`config.mk`:
```
export PLATFORM = sky130hd
export DESIGN_NAME = jtframe_slot_arb_flat
export DESIGN_NICKNAME = d
export VERILOG_FILES = /design/src/rtl/jtframe_arb_pkg.sv /design/src/rtl/jtframe_slot_arb_if.sv /design/src/rtl/jtframe_arb_pick.sv /design/src/rtl/jtframe_slot_arb.sv /design/src/flat_wrapper.sv
export SDC_FILE = /design/constraint.sdc
export NUM_CORES = 1
export LEC_CHECK = 0
export CAP_MARGIN = 10
export CORE_MARGIN = 8
export CORE_UTILIZATION = 35
export DETAILED_ROUTE_END_ITERATION = 6
export GPL_TIMING_DRIVEN = 0
export SLEW_MARGIN = 20
export SYNTH_ARGS = -nofsm -noshare
export SYNTH_HDL_FRONTEND = slang
export SYNTH_HIERARCHICAL = 1
export SYNTH_SLANG_ARGS = --single-unit
```
`constraint.sdc`:
```
create_clock -name clk -period 14 [get_ports clk]
set_input_delay 2.8 -clock clk [delete_from_list [all_inputs] [get_ports clk]]
set_output_delay 2.8 -clock clk [all_outputs]
set_load 0.01 [all_outputs]
```
`src/rtl/jtframe_arb_pkg.sv`:
```
// Shared definitions for the SDRAM slot arbiter: FSM encoding and the
// helper that locates a slot's address field inside the packed address bus.
package jtframe_arb_pkg;

  typedef enum logic [1:0] {
    IDLE     = 2'd0,
    WAIT_ACK = 2'd1,
    WAIT_RDY = 2'd2
  } arb_state_t;

  // Slot i owns bits [slot_lsb(i, aw) +: aw] of the packed address bus
  function automatic int slot_lsb(input int slot, input int aw);
    return slot * aw;
  endfunction

endpackage

```
`src/rtl/jtframe_slot_arb_if.sv`:
```
// Bundle of slot-side and SDRAM-controller-side signals around the arbiter.
// master = arbiter view, slave = the clients and controller around it.
interface jtframe_slot_arb_if #(
  parameter int SLOTS = 10,
  parameter int AW    = 22
);
  logic                vblank;
  logic                downloading;
  logic [SLOTS-1:0]    slot_cs;
  logic [SLOTS-1:0]    slot_wr;
  logic [SLOTS*AW-1:0] slot_addr;
  logic [15:0]         slot_din;
  logic [1:0]          slot_wrmask;
  logic [SLOTS-1:0]    slot_ok;
  logic [31:0]         slot_dout;
  logic                sdram_req;
  logic                sdram_ack;
  logic [AW-1:0]       sdram_addr;
  logic                sdram_rnw;
  logic [1:0]          sdram_wrmask;
  logic [15:0]         data_write;
  logic                data_rdy;
  logic [31:0]         data_read;
  logic                refresh_en;

  modport master (
    input  vblank, downloading, slot_cs, slot_wr, slot_addr, slot_din, slot_wrmask,
           sdram_ack, data_rdy, data_read,
    output slot_ok, slot_dout, sdram_req, sdram_addr, sdram_rnw, sdram_wrmask,
           data_write, refresh_en
  );

  modport slave (
    output vblank, downloading, slot_cs, slot_wr, slot_addr, slot_din, slot_wrmask,
           sdram_ack, data_rdy, data_read,
    input  slot_ok, slot_dout, sdram_req, sdram_addr, sdram_rnw, sdram_wrmask,
           data_write, refresh_en
  );
endinterface

```
`src/rtl/jtframe_arb_pick.sv`:
```
// Combinational selector: first pending slot found walking upward from
// start (wrapping at SLOTS), returned both as one-hot and as an index.
module jtframe_arb_pick #(
  parameter int SLOTS = 10,
  parameter int IW    = 4
)(
  input  logic [SLOTS-1:0] pending,
  input  logic [IW-1:0]    start,
  output logic [SLOTS-1:0] grant,
  output logic [IW-1:0]    idx
);
  logic        found;
  logic [IW:0] pos;

  always_comb begin
    found = 1'b0;
    idx   = '0;
    pos   = '0;
    for (int k = 0; k < SLOTS; k++) begin
      pos = {1'b0, start} + (IW+1)'(k);
      if (pos >= (IW+1)'(SLOTS)) pos = pos - (IW+1)'(SLOTS);
      if (!found && pending[pos[IW-1:0]]) begin
        found = 1'b1;
        idx   = pos[IW-1:0];
      end
    end
  end

  generate
    for (genvar gi = 0; gi < SLOTS; gi++) begin : g_onehot
      assign grant[gi] = found && (idx == IW'(gi));
    end
  endgenerate

endmodule

```
`src/rtl/jtframe_slot_arb.sv`:
```
// Multi-slot SDRAM arbiter: grants one pending slot at a time to the
// controller and keeps a per-slot ok flag valid while cs and address hold.
module jtframe_slot_arb
  import jtframe_arb_pkg::*;
#(
  parameter int               SLOTS  = 10,
  parameter int               AW     = 22,
  parameter int               WRSLOT = 1,
  parameter int               RR     = 1,
  parameter logic [SLOTS-1:0] VBMASK = '1
)(
  input  logic                clk,
  input  logic                rst,
  jtframe_slot_arb_if.master  bus
);
  localparam int               IW       = (SLOTS > 1) ? $clog2(SLOTS) : 1;
  localparam logic [IW-1:0]    LAST_IDX = IW'(SLOTS-1);
  localparam logic [IW-1:0]    WR_IDX   = IW'(WRSLOT);
  localparam logic [SLOTS-1:0] WR_HOT   = SLOTS'(1) << WRSLOT;

  arb_state_t       state_reg;
  logic [IW-1:0]    last_reg, gnt_reg, start, pick_idx;
  logic [SLOTS-1:0] ok_reg, pending, pick_hot, addr_chg;
  logic [AW-1:0]    ok_addr_reg [SLOTS];
  logic [AW-1:0]    slot_addr_w [SLOTS];
  logic [AW-1:0]    addr_reg;
  logic             stale_reg, req_reg, rnw_reg, any, is_wr;
  logic [1:0]       mask_reg;
  logic [15:0]      dw_reg;
  logic [31:0]      dout_reg;

  generate
    for (genvar gi = 0; gi < SLOTS; gi++) begin : g_slot
      assign slot_addr_w[gi] = bus.slot_addr[slot_lsb(gi, AW) +: AW];
      assign addr_chg[gi]    = slot_addr_w[gi] != ok_addr_reg[gi];
      assign pending[gi]     = bus.slot_cs[gi] & ~ok_reg[gi] & (~bus.vblank | VBMASK[gi]);
    end
  endgenerate

  assign start = (RR != 0) ? ((last_reg == LAST_IDX) ? '0 : last_reg + 1'b1) : '0;
  assign any   = |pick_hot;
  assign is_wr = (|(bus.slot_wr & WR_HOT)) && (pick_idx == WR_IDX);

  jtframe_arb_pick #(.SLOTS(SLOTS), .IW(IW)) u_pick (
    .pending (pending),
    .start   (start),
    .grant   (pick_hot),
    .idx     (pick_idx)
  );

  always_ff @(posedge clk) begin
    if (rst || bus.downloading) begin
      state_reg <= IDLE;
      req_reg   <= 1'b0;
      ok_reg    <= '0;
      stale_reg <= 1'b0;
      if (rst) begin
        last_reg <= LAST_IDX;
        gnt_reg  <= '0;
        addr_reg <= '0;
        rnw_reg  <= 1'b1;
        mask_reg <= 2'b11;
        dw_reg   <= '0;
        dout_reg <= '0;
      end
    end else begin
      for (int i = 0; i < SLOTS; i++)
        if (ok_reg[i] && (!bus.slot_cs[i] || addr_chg[i])) ok_reg[i] <= 1'b0;
      case (state_reg)
        IDLE: if (any) begin
          gnt_reg                <= pick_idx;
          last_reg               <= pick_idx;
          ok_addr_reg[pick_idx]  <= slot_addr_w[pick_idx];
          addr_reg               <= slot_addr_w[pick_idx];
          rnw_reg                <= ~is_wr;
          dw_reg                 <= bus.slot_din;
          mask_reg               <= is_wr ? bus.slot_wrmask : 2'b11;
          req_reg                <= 1'b1;
          stale_reg              <= 1'b0;
          state_reg              <= WAIT_ACK;
        end
        WAIT_ACK: begin
          // A client that leaves or moves mid-access must not see stale data flagged ok
          if (!bus.slot_cs[gnt_reg] || addr_chg[gnt_reg]) stale_reg <= 1'b1;
          if (bus.sdram_ack) begin
            req_reg   <= 1'b0;
            state_reg <= WAIT_RDY;
          end
        end
        WAIT_RDY: begin
          if (bus.data_rdy) begin
            if (rnw_reg) dout_reg <= bus.data_read;
            if (!stale_reg) ok_reg[gnt_reg] <= 1'b1;
            state_reg <= IDLE;
          end else if (!bus.slot_cs[gnt_reg] || addr_chg[gnt_reg]) begin
            stale_reg <= 1'b1;
          end
        end
        default: state_reg <= IDLE;
      endcase
    end
  end

  assign bus.slot_ok      = ok_reg;
  assign bus.slot_dout    = dout_reg;
  assign bus.sdram_req    = req_reg;
  assign bus.sdram_addr   = addr_reg;
  assign bus.sdram_rnw    = rnw_reg;
  assign bus.sdram_wrmask = mask_reg;
  assign bus.data_write   = dw_reg;
  assign bus.refresh_en   = (state_reg == IDLE) & ~any & ~bus.downloading & ~rst;

endmodule

```
`src/flat_wrapper.sv`:
```
// flat-port wrapper written by rule: the top's interface ports become plain ports
module jtframe_slot_arb_flat import jtframe_arb_pkg::*;
#(
  parameter int               SLOTS  = 10,
  parameter int               AW     = 22,
  parameter int               WRSLOT = 1,
  parameter int               RR     = 1,
  parameter logic [SLOTS-1:0] VBMASK = '1
)
  (clk, rst, bus_vblank, bus_downloading, bus_slot_cs, bus_slot_wr, bus_slot_addr, bus_slot_din, bus_slot_wrmask, bus_sdram_ack, bus_data_rdy, bus_data_read, bus_slot_ok, bus_slot_dout, bus_sdram_req, bus_sdram_addr, bus_sdram_rnw, bus_sdram_wrmask, bus_data_write, bus_refresh_en);
  jtframe_slot_arb_if #(.SLOTS(SLOTS), .AW(AW)) bus_i ();
  input  logic clk;
  input  logic rst;
  input wire logic [$bits(bus_i.vblank)-1:0] bus_vblank;
  input wire logic [$bits(bus_i.downloading)-1:0] bus_downloading;
  input wire logic [$bits(bus_i.slot_cs)-1:0] bus_slot_cs;
  input wire logic [$bits(bus_i.slot_wr)-1:0] bus_slot_wr;
  input wire logic [$bits(bus_i.slot_addr)-1:0] bus_slot_addr;
  input wire logic [$bits(bus_i.slot_din)-1:0] bus_slot_din;
  input wire logic [$bits(bus_i.slot_wrmask)-1:0] bus_slot_wrmask;
  input wire logic [$bits(bus_i.sdram_ack)-1:0] bus_sdram_ack;
  input wire logic [$bits(bus_i.data_rdy)-1:0] bus_data_rdy;
  input wire logic [$bits(bus_i.data_read)-1:0] bus_data_read;
  output wire logic [$bits(bus_i.slot_ok)-1:0] bus_slot_ok;
  output wire logic [$bits(bus_i.slot_dout)-1:0] bus_slot_dout;
  output wire logic [$bits(bus_i.sdram_req)-1:0] bus_sdram_req;
  output wire logic [$bits(bus_i.sdram_addr)-1:0] bus_sdram_addr;
  output wire logic [$bits(bus_i.sdram_rnw)-1:0] bus_sdram_rnw;
  output wire logic [$bits(bus_i.sdram_wrmask)-1:0] bus_sdram_wrmask;
  output wire logic [$bits(bus_i.data_write)-1:0] bus_data_write;
  output wire logic [$bits(bus_i.refresh_en)-1:0] bus_refresh_en;
  assign bus_i.vblank = bus_vblank;
  assign bus_i.downloading = bus_downloading;
  assign bus_i.slot_cs = bus_slot_cs;
  assign bus_i.slot_wr = bus_slot_wr;
  assign bus_i.slot_addr = bus_slot_addr;
  assign bus_i.slot_din = bus_slot_din;
  assign bus_i.slot_wrmask = bus_slot_wrmask;
  assign bus_i.sdram_ack = bus_sdram_ack;
  assign bus_i.data_rdy = bus_data_rdy;
  assign bus_i.data_read = bus_data_read;
  assign bus_slot_ok = bus_i.slot_ok;
  assign bus_slot_dout = bus_i.slot_dout;
  assign bus_sdram_req = bus_i.sdram_req;
  assign bus_sdram_addr = bus_i.sdram_addr;
  assign bus_sdram_rnw = bus_i.sdram_rnw;
  assign bus_sdram_wrmask = bus_i.sdram_wrmask;
  assign bus_data_write = bus_i.data_write;
  assign bus_refresh_en = bus_i.refresh_en;
  jtframe_slot_arb #(.SLOTS(SLOTS), .AW(AW), .WRSLOT(WRSLOT), .RR(RR), .VBMASK(VBMASK)) u_core (.clk(clk), .rst(rst), .bus(bus_i));
endmodule
```
Yosys cells after proc, flatten, opt, wreduce, memory -nomap -nowiden --
Memory sizes are Yosys's and may differ from the RTL's. Cells that the tools add are included.
Storage, ports and cells: logic and storage cells 315, flip-flop bits (word level) 95, memories 1, output and inout port bits 85, input bits 296, RAM bits 220
Cells by class: equal/unequal tests 27, muxes and demuxes 126, magnitude comparators 23, bitwise operators 29, reduce and logical (&&, ||, !) cells 78, $add $sub $neg 20
Memories:
- u_core.ok_addr_reg | depth 10, width 22, rd ports 10, clocked after Yosys merged registers in 0, write ports 1, line jtframe_slot_arb.sv:24 | logic [AW-1:0] ok_addr_reg [SLOTS];
Operators with widths (number):
- $ne A22 B22 Y1 | 10
- $mux W32 | 5
- $mux W22 | 6
- $mux W4 | 27
- $bmux W22 S4 | 1
- $mux W16 | 4
- $mux W1 | 56
- $lt A4 B5 Y1 const B | 11
- $bmux W1 S4 | 12
- $ge A5 B4 Y1 const B | 9
- $sub A4 B4 Y4 const B | 10
- $logic_and A1 B1 Y1 | 31
- $mux W10 | 3
- $add A4 B3 Y5 const B | 4
- $logic_not A1 Y1 | 20
- $eq A4 B3 Y1 const B | 4
- $mux W2 | 8
- $not A1 Y1 | 14
- $and A1 B1 Y1 | 13
- $eq A4 B4 Y1 const B | 3
- $logic_or A1 B1 Y1 | 12
- $reduce_and A3 Y1 | 4
- $reduce_bool A2 Y1 | 6
- $add A4 B2 Y5 const B | 2
- other kinds (23) | 28

Longest topological paths before layout --
depth after elaboration 41, depth in mapped cells 31, mapped depth without buffers 25

Hierarchy --
Netlist, hierarchy kept.
Modules (own cells, without submodules):
- jtframe_slot_arb | area an instance 14642.8 µm², cells an instance 960, seq. area each 9258.9 µm², instances 1
- jtframe_arb_pick | area an instance 3334.4 µm², cells an instance 454, seq. area each 0.0 µm², instances 1

Least setup slack after synthesis --
OpenSTA, ideal clock, no wires.
kind input to output, from in bus_slot_cs[1], to out bus_refresh_en, buffers on the path 1, setup slack 4713 ps, data required time 11200 ps, stages 16, data arrival time 6487 ps, cells stage by stage nor2b_1 mux4_2 o211ai_1 and4_1 mux2i_1 or3b_4 or4_1 buf_2 or2_1 o32ai_1 nor2_2 inv_2 nor4_2 nor4_1 nand4_1 nor2_1
On the way: cells in the longest elaborated chain, start to end 38, elaborated cells on any way between the ends 84, classes of those cells eq/ne (9); mux (40); bitwise (5); reduce/logical (30)
RTL lines:
- start, declared | line flat_wrapper.sv:16 | input wire logic [$bits(bus_i.slot_cs)-1:0] bus_slot_cs;
- $and A1 B1 Y1 (*) | line jtframe_slot_arb.sv:36 | assign pending[gi] = bus.slot_cs[gi] & ~ok_reg[gi] & (~bus.vblank | VBMASK[gi]);
- $bmux W1 S4 | line jtframe_arb_pick.sv:22 | if (!found && pending[pos[IW-1:0]]) begin
- $mux W1 (not written as such) | line jtframe_arb_pick.sv:22
- $mux W1 | line jtframe_arb_pick.sv:22
- $logic_not A1 Y1 | line jtframe_arb_pick.sv:22
- $logic_and A1 B1 Y1 | line jtframe_arb_pick.sv:22
- $mux W1 | line jtframe_arb_pick.sv:22
- $logic_not A1 Y1 | line jtframe_arb_pick.sv:22
- [... 22 more ...]
- $mux W4 (*) | line jtframe_arb_pick.sv:22
- named net u_core.pick_idx[2] | line jtframe_slot_arb.sv:22 | logic [IW-1:0] last_reg, gnt_reg, start, pick_idx;
- $eq A4 B1 Y1 (*) | line jtframe_arb_pick.sv:31 | assign grant[gi] = found && (idx == IW'(gi));
- $logic_and A1 B1 Y1 (*) | line jtframe_arb_pick.sv:31
- named net u_core.pick_hot[1] | line jtframe_slot_arb.sv:23 | logic [SLOTS-1:0] ok_reg, pending, pick_hot, addr_chg;
- $reduce_or A10 Y1 (*) | line jtframe_slot_arb.sv:41 | assign any = |pick_hot;
- $not A1 Y1 (*) | line jtframe_slot_arb.sv:111 | assign bus.refresh_en = (state_reg == IDLE) & ~any & ~bus.downloading & ~rst;
- $and A1 B1 Y1 (*) (3 in a row) | line jtframe_slot_arb.sv:111
- end, declared | line flat_wrapper.sv:31 | output wire logic [$bits(bus_i.refresh_en)-1:0] bus_refresh_en;
The timed path passes the listed nets; every way through them passes the cells marked *. The select of a mux whose other input is x is not followed.

==> results.md <==
- Dpl cells: 2495
- Multi-input logic area: 8403 um2
- Number of flip-flops in the largest register: 220
- Register area share after synthesis: 51.50%
- Die height: about 240 um
- Seq. cell area: roughly 9000 um2
- Largest net degree at the start of global routing: 48
- Synthesized area per cell: 12.71 um2
- Initial antenna violation count: 5
- Adder-Cell Fraction of Synth Area: 1.921%
- Diodes inserted: 0
- HPWL after detailed placement: about 58000 um
- Final cell count without fillers: approximately 2600
- Worst min path class: reg2reg
- PnR worst setup slack: 1.591 ns
- Top Ports: 381
- DR vias/cell: ~5.6
- Post-synth top area cell: edfxtp_1
- Post-synth design cell area: about 18000 um2
- Vias: roughly 14000
- Commonest cells in the synthesized netlist: edfxtp_1, xor2_1, and2_1
- GPL Wtd Cong: between 0.9 and 1
- Max Freq: a little over 0.08 GHz
- Final hold viol count: 0
- Clock transition at the registers of the reported paths: 0.07 ns
- Max clock buf depth: 3
- Synth top area share: around half
- Ys flop type: edfxtp_1
- Vias in the first global route: 14600
- CTS Buf Count: 35
- Antenna viol nets, final: 0
- Crit start category: flop
- Net Count, Synth: 1737
- DIE AREA: 58870 um2
- Floorplan core area: 51090 um2
- Routed len/inst: 27.92 um
- Post-CTS Setup Inserts: 0
- Mux share of post-synthesis cell area: 10.57%
- CP endpoint kind: output pin
- Largest family of logic cells by synthesized area: simple AND/OR/NAND/NOR gates
- #FFs+latches synth: 313
- GRT Util Overall: 23.22%
- Clock skew: 0.02877 ns
- Resized cells post-CTS: 0
- Highest net fanout along the worst path: 11
- # nets final: 2175
- Root buffer cell: clkbuf_16
- Global route overflow: 0
- WP data required: 11.20 ns
- Syn-to-layout area delta: 33.46%
- Layout filler cell count: 4691
- Synth Warn #: 6
- Count of final setup violators: 0
- Drt drc: 0
- Cell with the most instances after synthesis: edfxtp_1
- Crit path arrival time: 9.61 ns
- Ys async rst share: 0%
- Final wirelength: 71310 um
- # rows: 83
- Detailed Route Iter0 Violations: 1360
- Status: finished clean
- Count of port buffers added during placement: 370
- Post-layout min period: 12.41 ns
- Max Cap Violations: 0
- Chip width: 242.6 um
- Synth Area in Compound Gates: 9.034%
- Clock Latency Late Sink: between 0.5 and 0.6 ns
- Max Slew Vio Count: 0
- Distinct cells, synth: 91
- EDFF count, synth: 299
- CTS tree: built
- Synth Area in Simple Gates: 12.86%
- Syn Inst Count: 1414
- H-tree levels: 2
- Cts hold-fix bufs: 0
- Starting Density: 35.18%
- First-pass GRT wire length: 101600 um
- Pre-CTS worst setup slack: 1.973 ns
- CTS Sinks: approximately 310
- Crit Path Category: reg2out
- Post-synthesis xor/xnor area fraction: 11.62%
- DR pass1 iterations: 5
- Total negative slack: 0 ns
- Tcrit/Tclk final: about nine tenths
- Largest cells by area after synthesis: edfxtp_1, xor2_1, mux4_2, xnor2_1, and2_1
- Slew @ Worst Pin: around 1.1 ns
- Layout cells sized above 1: 12.75%
- Core Util, Final: 46.96%
- Slew headroom: 28.08%
- Unrepaired setup endpoints after global routing: false
==> critical path, cell delays in order (launching register included) <==
cell             delay [ns]
edfxtp_1               0.51
buf_4                  0.23
inv_1                  0.12
o21ai_1                0.56
buf_2                  0.35
clkbuf_1               0.40
inv_1                  0.37
ha_1                   0.47
clkbuf_1               0.25
inv_1                  0.28
buf_1                  0.63
ha_1                   0.46
inv_1                  0.11
a211oi_2               0.26
nor4_1                 0.08
o21ai_1                0.36
or3b_4                 0.46
or4_1                  0.50
buf_2                  0.18
or2_1                  0.29
o32ai_1                0.33
nor2_2                 0.13
inv_2                  0.16
nor4_2                 0.07
nor4_1                 0.37
nand4_1                0.21
nor2_1                 0.32
clkdlybuf4s50_1        0.61
==> per-stage QoR <==
step,instance area [um2],hold slack [ns]
2_1_floorplan,17980,0.4905
3_3_place_gp,22530,0.5098
3_5_place_dp,22920,0.5354
4_1_cts,23990,0.5431
5_1_grt,23990,0.5652
6_report,23990,0.5330
==> layer usage <==
layer	wire [um]	global-route usage, %
met5	58	0
met4	3006	9.150
met3	5565	4.228
met2	35430	40.36
met1	27250	28.32
==> area by class of cell <==
class / instances / share of cell area (%)
sequential: 313 / 38.59
buffer: 59 / 1.319
multi-input combinational: 1007 / 35.02
clock buffer: 38 / 3.828
clock inverter: 21 / 0.6154
timing repair buffer: 401 / 16.53
inverter: 35 / 0.5476
tap: 680 / 3.546
==> cells by family after synthesis <==
kind of cell             after synthesis
AO/OA/AOI/OAI                        228
AND/OR/NAND/NOR                      396
multiplexers                         120
flip-flops                           313
buffers and inverters                 94
XOR/XNOR                             236
adder cells (fa/ha/maj)               27
==> final timing paths <==
| kind | start | slack, ns | end | cells after the start |
|---|---|---|---|---|
| max | u_core/gnt_reg[1] | 1.59 | bus_refresh_en | 27 |
| min | u_core/bus.sdram_req | 0.53 | u_core/bus.sdram_req | 2 |
| max reg2reg | u_core/gnt_reg[1] | 3.91 | u_core/ok_addr_reg[1][17] | 31 |
| min reg2reg | u_core/bus.sdram_req | 0.53 | u_core/bus.sdram_req | 2 |
==> cell usage in the layout (no fill, tap or decap), drive strengths merged, types with 16 or more instances in the layout <==
master,n
a21oi,37
a22oi,23
and2,83
buf,59
clkbuf,69
clkdlybuf4s50,370
clkinv,16
edfxtp,299
ha,26
inv,35
mux2,16
mux2i,50
mux4,54
nand2,37
nand2b,16
nand4,29
nor2,51
nor2b,20
nor3,31
nor4,67
o21ai,47
xnor2,64
xor2,171
Power is left out: the tool's default activity adds up to more than one toggle a clock period on the data nets, which glitch-free logic cannot reach.
